**src/rtl/branch_predict_unit_pkg.sv**
```systemverilog
// branch_predict_unit_pkg: branch codes, 2-bit counter states and counter update helper
package branch_predict_unit_pkg;

    typedef enum logic [2:0] {
        F3_BEQ  = 3'b000,
        F3_BNE  = 3'b001,
        F3_BLT  = 3'b100,
        F3_BGE  = 3'b101,
        F3_BLTU = 3'b110,
        F3_BGEU = 3'b111
    } funct3_t;

    typedef enum logic [1:0] {
        SNT = 2'b00,
        WNT = 2'b01,
        WT  = 2'b10,
        ST  = 2'b11
    } ctr_t;

    function automatic ctr_t ctr_next(input ctr_t c, input logic taken);
        return taken ? ((c == ST) ? ST : ctr_t'(c + 2'd1))
                     : ((c == SNT) ? SNT : ctr_t'(c - 2'd1));
    endfunction

endpackage

```
**src/rtl/branch_predict_unit_cond.sv**
```systemverilog
// branch_cond: combinational branch outcome evaluation for conditional branch funct3 codes
module branch_cond
    import branch_predict_unit_pkg::*;
#(
    parameter int XLEN = 32
) (
    input  logic [XLEN-1:0] a,
    input  logic [XLEN-1:0] b,
    input  logic [2:0]      funct3,
    output logic            taken,
    output logic            illegal
);

    logic eq;
    logic lts;
    logic ltu;

    assign eq  = a == b;
    assign lts = $signed(a) < $signed(b);
    assign ltu = a < b;

    // decode funct3; unsupported codes resolve as not-taken and flag illegal
    always_comb begin
        taken   = 1'b0;
        illegal = 1'b0;
        case (funct3)
            F3_BEQ:  taken = eq;
            F3_BNE:  taken = !eq;
            F3_BLT:  taken = lts;
            F3_BGE:  taken = !lts;
            F3_BLTU: taken = ltu;
            F3_BGEU: taken = !ltu;
            default: illegal = 1'b1;
        endcase
    end

endmodule

```
**src/rtl/branch_predict_unit.sv**
```systemverilog
// branch_predict_unit: bimodal 2-bit predictor with one-cycle branch resolve and statistics
module branch_predict_unit
    import branch_predict_unit_pkg::*;
#(
    parameter int XLEN      = 32,
    parameter int BHT_DEPTH = 16,
    parameter int STAT_W    = 16
) (
    input  logic              clk,
    input  logic              rst,
    input  logic [XLEN-1:0]   pred_pc,
    output logic              pred_taken,
    input  logic              res_valid,
    input  logic [XLEN-1:0]   res_pc,
    input  logic [XLEN-1:0]   res_a,
    input  logic [XLEN-1:0]   res_b,
    input  logic [2:0]        res_funct3,
    input  logic              res_pred,
    output logic              out_valid,
    output logic              out_taken,
    output logic              out_mispredict,
    output logic              out_illegal,
    output logic [STAT_W-1:0] stat_branches,
    output logic [STAT_W-1:0] stat_mispredicts
);

    localparam int IDXW = $clog2(BHT_DEPTH);

    ctr_t            bht [BHT_DEPTH];
    logic [IDXW-1:0] pred_idx;
    logic [IDXW-1:0] res_idx;
    logic            taken;
    logic            illegal;
    logic            legal;
    logic            mis;
    logic            unused_pc;

    // word-aligned PC bits select the entry; upper bits alias with no tag
    assign pred_idx  = pred_pc[IDXW+1:2];
    assign res_idx   = res_pc[IDXW+1:2];
    assign unused_pc = ^{pred_pc[XLEN-1:IDXW+2], pred_pc[1:0], res_pc[XLEN-1:IDXW+2], res_pc[1:0]};

    branch_cond #(.XLEN(XLEN)) u_cond (
        .a       (res_a),
        .b       (res_b),
        .funct3  (res_funct3),
        .taken   (taken),
        .illegal (illegal)
    );

    assign legal      = res_valid && !illegal;
    assign mis        = legal && (taken != res_pred);
    assign pred_taken = bht[pred_idx][1];

    // counter table: reset to weakly not-taken, train on legal resolves (read-before-write)
    always_ff @(posedge clk) begin
        if (rst) begin
            for (int i = 0; i < BHT_DEPTH; i++) bht[i] <= WNT;
        end else if (legal) begin
            bht[res_idx] <= ctr_next(bht[res_idx], taken);
        end
    end

    // registered resolve result, forced to zero when no request was accepted
    always_ff @(posedge clk) begin
        if (rst) begin
            out_valid      <= 1'b0;
            out_taken      <= 1'b0;
            out_mispredict <= 1'b0;
            out_illegal    <= 1'b0;
        end else begin
            out_valid      <= res_valid;
            out_taken      <= res_valid && taken;
            out_mispredict <= mis;
            out_illegal    <= res_valid && illegal;
        end
    end

    // saturating event counters for legal branches and their mispredictions
    always_ff @(posedge clk) begin
        if (rst) begin
            stat_branches    <= '0;
            stat_mispredicts <= '0;
        end else begin
            stat_branches    <= stat_branches + STAT_W'(legal && (stat_branches != '1));
            stat_mispredicts <= stat_mispredicts + STAT_W'(mis && (stat_mispredicts != '1));
        end
    end

endmodule
```
**config.mk**
```make
export PLATFORM = sky130hd
export DESIGN_NAME = branch_predict_unit
export DESIGN_NICKNAME = d
export VERILOG_FILES = /design/src/rtl/branch_predict_unit_pkg.sv /design/src/rtl/branch_predict_unit_cond.sv /design/src/rtl/branch_predict_unit.sv
export SDC_FILE = /design/constraint.sdc
export NUM_CORES = 1
export LEC_CHECK = 0
export ABC_AREA = 0
export CORE_AREA = 2 2 116 118
export CTS_BUF_LIST = sky130_fd_sc_hd__clkbuf_2
export CTS_CLUSTER_DIAMETER = 120
export DETAILED_ROUTE_END_ITERATION = 6
export DIE_AREA = 0 0 118 120
export MAX_ROUTING_LAYER = met4
export PLACE_DENSITY = 0.65
export SETUP_SLACK_MARGIN = 0.02
export SYNTH_ARGS = -nofsm -noshare
export SYNTH_HDL_FRONTEND = slang
export SYNTH_SLANG_ARGS = --single-unit
```
**constraint.sdc**
```tcl
create_clock -name clk -period 10.05 [get_ports clk]
set_clock_uncertainty 0.1 [all_clocks]
set_input_delay 2.5125 -clock clk [delete_from_list [all_inputs] [get_ports clk]]
set_output_delay 2.5125 -clock clk [all_outputs]
set_load 0.005 [all_outputs]
```
# --- Yosys cells after proc, flatten, opt, wreduce, memory -nomap -nowiden ---
# Memory sizes are Yosys's and may differ from the RTL's.
# Index checks and enable logic that the tools add are counted.
op_classes:
  magnitude_cmp: 2
  n_eq_ne: 10
  n_reduce_logical: 13
  add_sub_neg: 4
  mux: 13
op_table:
  columns: ["cell", "count"]
  rows:
  - ["$lt 32x32->1", 2]
  - ["$add 16x1->16", 2]
  - ["$eq 32x32->1", 1]
  - ["$ne 16x16->1 const B", 2]
  - ["$eq 3x3->1 const B", 4]
  - ["$mux 2", 4]
  - ["$mux 1", 7]
  - ["$logic_and 1x1->1", 6]
  - ["$pmux 1 s6", 1]
  - ["$reduce_or 6->1", 1]
  - ["$mux 4", 1]
  - ["$eq 3x1->1 const B", 1]
  - ["$logic_not 1->1", 3]
  - ["$logic_not 3->1", 1]
  - ["$add 2x1->2 const B", 1]
  - ["$eq 2x2->1 const B", 1]
  - ["$logic_not 2->1", 1]
  - ["$reduce_or 2->1", 1]
  - ["$sub 2x1->2 const B", 1]
  - ["$ne 1x1->1", 1]
totals:
  ram_bits: 32
  in_bits: 135
  out_inout_bits: 37
  wordCells: 49
  regBits: 36
  memories: 1
mem_list:
  columns: ["memory", "depth", "width", "rd", "rd_ports_with_merged_regs", "wr", "line_no", "rtl"]
  rows:
  - ["bht", 16, 2, 2, 0, 16, "branch_predict_unit.sv:29", "ctr_t bht [BHT_DEPTH];"]

# --- Depth between registers and ports, before layout ---
logic_depth:
  word_depth: 8
  depth_mapped: 16

# --- Modules after synthesis ---
# Synthesis repeated with hierarchy kept, for this count alone.
hier_totals:
  cells_unflattened: 433
  area_unflattened_um2: 4177.8
by_module_without_submodules:
  columns: ["mod", "area_per_inst_um2", "cells_each", "n_inst"]
  rows:
  - ["branch_predict_unit", 3306.9, 312, 1]
  - ["branch_cond", 870.8, 121, 1]

# --- Worst setup path before layout ---
# No wires, ideal clock.
synth_path:
  path_kind: "in2out"
  start: "input pred_pc[2]"
  end: "output pred_taken"
  arrival_ns: 3.448
  setup_slack_ns: 3.989
  path_stages: 2
  cell_sequence: "mux4_2 mux4_2"
synth_via:
  elab_chain_len: 1
synth_lines:
  columns: ["element", "line_no", "rtl"]
  rows:
  - ["start, declared", "branch_predict_unit.sv:11", "input logic [XLEN-1:0] pred_pc,"]
  - ["$mem_v2 16x2", null, null]
  - ["end, declared", "branch_predict_unit.sv:12", "output logic pred_taken,"]
# No other way between the ends.

# --- Final worst setup path ---
# Ends and elaborated chain as after synthesis.

==> flow_summary.ini <==
[run_status]
status = complete, no violations

[yosys]
synth-seq-cells = 68
ys_seq_area_share_pct = 38.3
synth_nets = 611
async_flop_share_pct = 0
yosys-top-cells-area = edfxtp_1 (22%), dfxtp_1 (16%), ha_1 (10%)
ys_types = 47
ys.flop_type = dfxtp_1
yosysTopAreaCellShare_pct = 21.9
ys_warn_count = 0
netlist_instances = 440
yosysTopAreaCell = edfxtp_1
syn_avg_cell_area_um2 = 9.98
synth_area_um2 = 4390
synth_edf_count = 32

[floorplan]
ios = 172
num_rows = 42
die_area_um2 = 14200
die_x_um = 118
die_h_um = 120
start_util_pct = 33.8
core_area_um2 = 13000

[worst_hold_path]
hp-class = flop to flop
whs_path_depth = 2

[routing]
drt_iter0_markers = 191
wl_per_cell_um = 14.5
drc = 0
antenna_left = 0
vias = 3658
wl_mm = 10.6
dr.pass1.iters = 4
via_per_inst = 4.98

[critical_path]
cp_max_fo = 4
critPathBufInv = 2
worstPathArrival_ns = 4.66
crit_path_max_incr_delay_ns = 0.65
critPathRequiredTime_ns = 7.44
crit_chain = clkdlybuf4s50_1 > mux4_2 > mux4_2 > clkdlybuf4s50_1
criticalPathCategory = primary input to primary output
worstSetupPathDepth = 4
critPathLaunchType = primary input
critPathTopFamily = buffers and inverters
worstSetupEndpointType = primary output
slowest_stage = clkdlybuf4s50_1
worstRegToRegCells = 12

[finish]
antennaDiodeCount = 0
final_cell_mix = clkdlybuf4s50_1 (115), nand2_1 (37), inv_1 (36), ha_1 (36), dfxtp_1 (36)
nets = 724
syn_to_final_growth_pct = 31.9
layout-drive-gt1-share_pct = 10.2
final_common_cell = clkdlybuf4s50_1
postLayoutCellArea_um2 = 5790

[placement]
place_area_um2 = 5690
io_buffers = 115
dpl.hpwl_mm = 8.02
place_congestion = 0.823

[power_and_ir_drop]
p_int_uw = 415
p_per_area_nw_per_um2 = 99.2
power_leakage_uw = 0.00212
pwr-share-seq_pct = 52.0
p_switching_uw = 159
p_clk_share_pct = 26.7
peakVddDrop_v = 0.0000655
p_comb_share_pct = 21.3
switching_share_pct = 27.7

[clock_tree]
post_cts_buffers = 0
cts_tree = done
cts_made_buffers = 9
clk_pin_slew_ns = 0.17
cts_root_buffer = clkbuf_2
ctsLongestPathBuffers = 2
cts_max_level = 3
insertion_delay_ns = 0.54
cts_resized = 0
cts_sinks = 68
hold_buffers = 0

[global_routing]
grt_pass1_vias = 3834
grt_overflow = 0
grt_antenna_before_repair = 0
grt_usage_pct = 16.4
grt_pass1_wl_mm = 18.2
grt_max_degree = 50

[sta]
worst_pin_slew_ns = 0.997
whs_ns = 0.419
rsz0062_at_grt = no
fin_crit_ns = 7.27
hold_viol_final = 0
max-slew-margin-rel_pct = 33.3
fmax_mhz = 137
min_period_over_period_pct = 72.4
tns_ns = 0
setup_violations = 0
finalMaxSlewViolations = 0

[flow_run]
maxCapViolCount = 0
-- path summary, 6_finish.rpt --
kind / start / endpoint / slack (ns)
worst min-delay path: stat_branches[15]$_SDFF_PP0_ / stat_branches[15]$_SDFF_PP0_ / 0.42
worst min register to register: stat_branches[15]$_SDFF_PP0_ / stat_branches[15]$_SDFF_PP0_ / 0.42
worst max register to register: stat_mispredicts[11]$_SDFF_PP0_ / stat_mispredicts[12]$_SDFF_PP0_ / 7.35
worst max-delay path: pred_pc[2] / pred_taken / 2.78
-- metal layers --
metal / global-route usage, % / wire (um)
met5: - / 0
met2: 27.3 / 5250
met4: 5.95 / 200
met3: 4.56 / 692
met1: 19.0 / 4470
-- worst min-delay path: stages (launching register included) --
cell and delay (ns):
dfxtp_1 0.36, o21ai_0 0.07, a21oi_1 0.06
-- power by group through the flow --
stage / Clock (uW) / Sequential [uW] / Combinational (uW)
4_1_cts: 159 / 299 / 124
6_report: 153 / 299 / 123
5_1_grt: 173 / 300 / 135
3_3_place_gp: 0 / 305 / 120
2_1_floorplan: 0 / 304 / 71.1
3_5_place_dp: 0 / 305 / 123
-- synthesized netlist by cell type, types with 3 or more instances --
| cell | number |
|---|---|
| edfxtp_1 | 32 |
| a21oi_1 | 22 |
| nand3_1 | 25 |
| nor3_1 | 4 |
| and3_1 | 7 |
| nand4_1 | 20 |
| mux4_2 | 14 |
| xor2_1 | 13 |
| buf_2 | 3 |
| or2_2 | 6 |
| inv_1 | 36 |
| nor2b_1 | 9 |
| a21oi_2 | 10 |
| nor4_1 | 3 |
| a21boi_1 | 6 |
| o21ai_0 | 13 |
| nand2b_1 | 14 |
| xnor2_1 | 7 |
| dfxtp_1 | 36 |
| clkbuf_1 | 9 |
| nor3b_1 | 3 |
| or3_1 | 12 |
| ha_1 | 36 |
| nand2_1 | 37 |
| nor2_1 | 34 |
-- logic make-up after synthesis --
kind of cell / Yosys count / synth area share, %
simple gates: 184 / 22.4
flops: 68 / 38.3
compound gates: 64 / 11.7
buf+inv: 51 / 5.16
fa+ha+maj: 36 / 10.3
xor+xnor: 20 / 3.99
mux: 17 / 8.23
-- metrics by stage --
stage / utilization (%) / total power (uW) / std cells / setup WS [ns]
2_1_floorplan: - / 375 / 440 / 3.99
3_5_place_dp: 43.8 / 428 / 718 / 2.76
3_3_place_gp: 43.8 / 424 / 718 / 2.75
5_1_grt: 44.6 / 608 / 734 / 2.69
4_1_cts: 44.6 / 582 / 734 / 2.76
6_report: 44.6 / 575 / 734 / 2.78
-- registers in the layout, summed over array words and instances (netlist names) --
name	count
stat_branches	16
out_illegal	1
out_taken	1
out_valid	1
stat_mispredicts	16
out_mispredict	1
bht	32
-- area by class of cell --
| type | instances | area [um2] |
|---|---|---|
| clock buffers | 10 | 50.0 |
| clock inverters | 6 | 55.1 |
| fillers | 1263 | 7190 |
| inverters | 36 | 135 |
| multi-input cells | 321 | 2480 |
| flip-flops and latches | 68 | 1680 |
| well taps | 176 | 220 |
| repair buffers | 117 | 1170 |
Note: power is estimated with default switching activity, not from simulation.
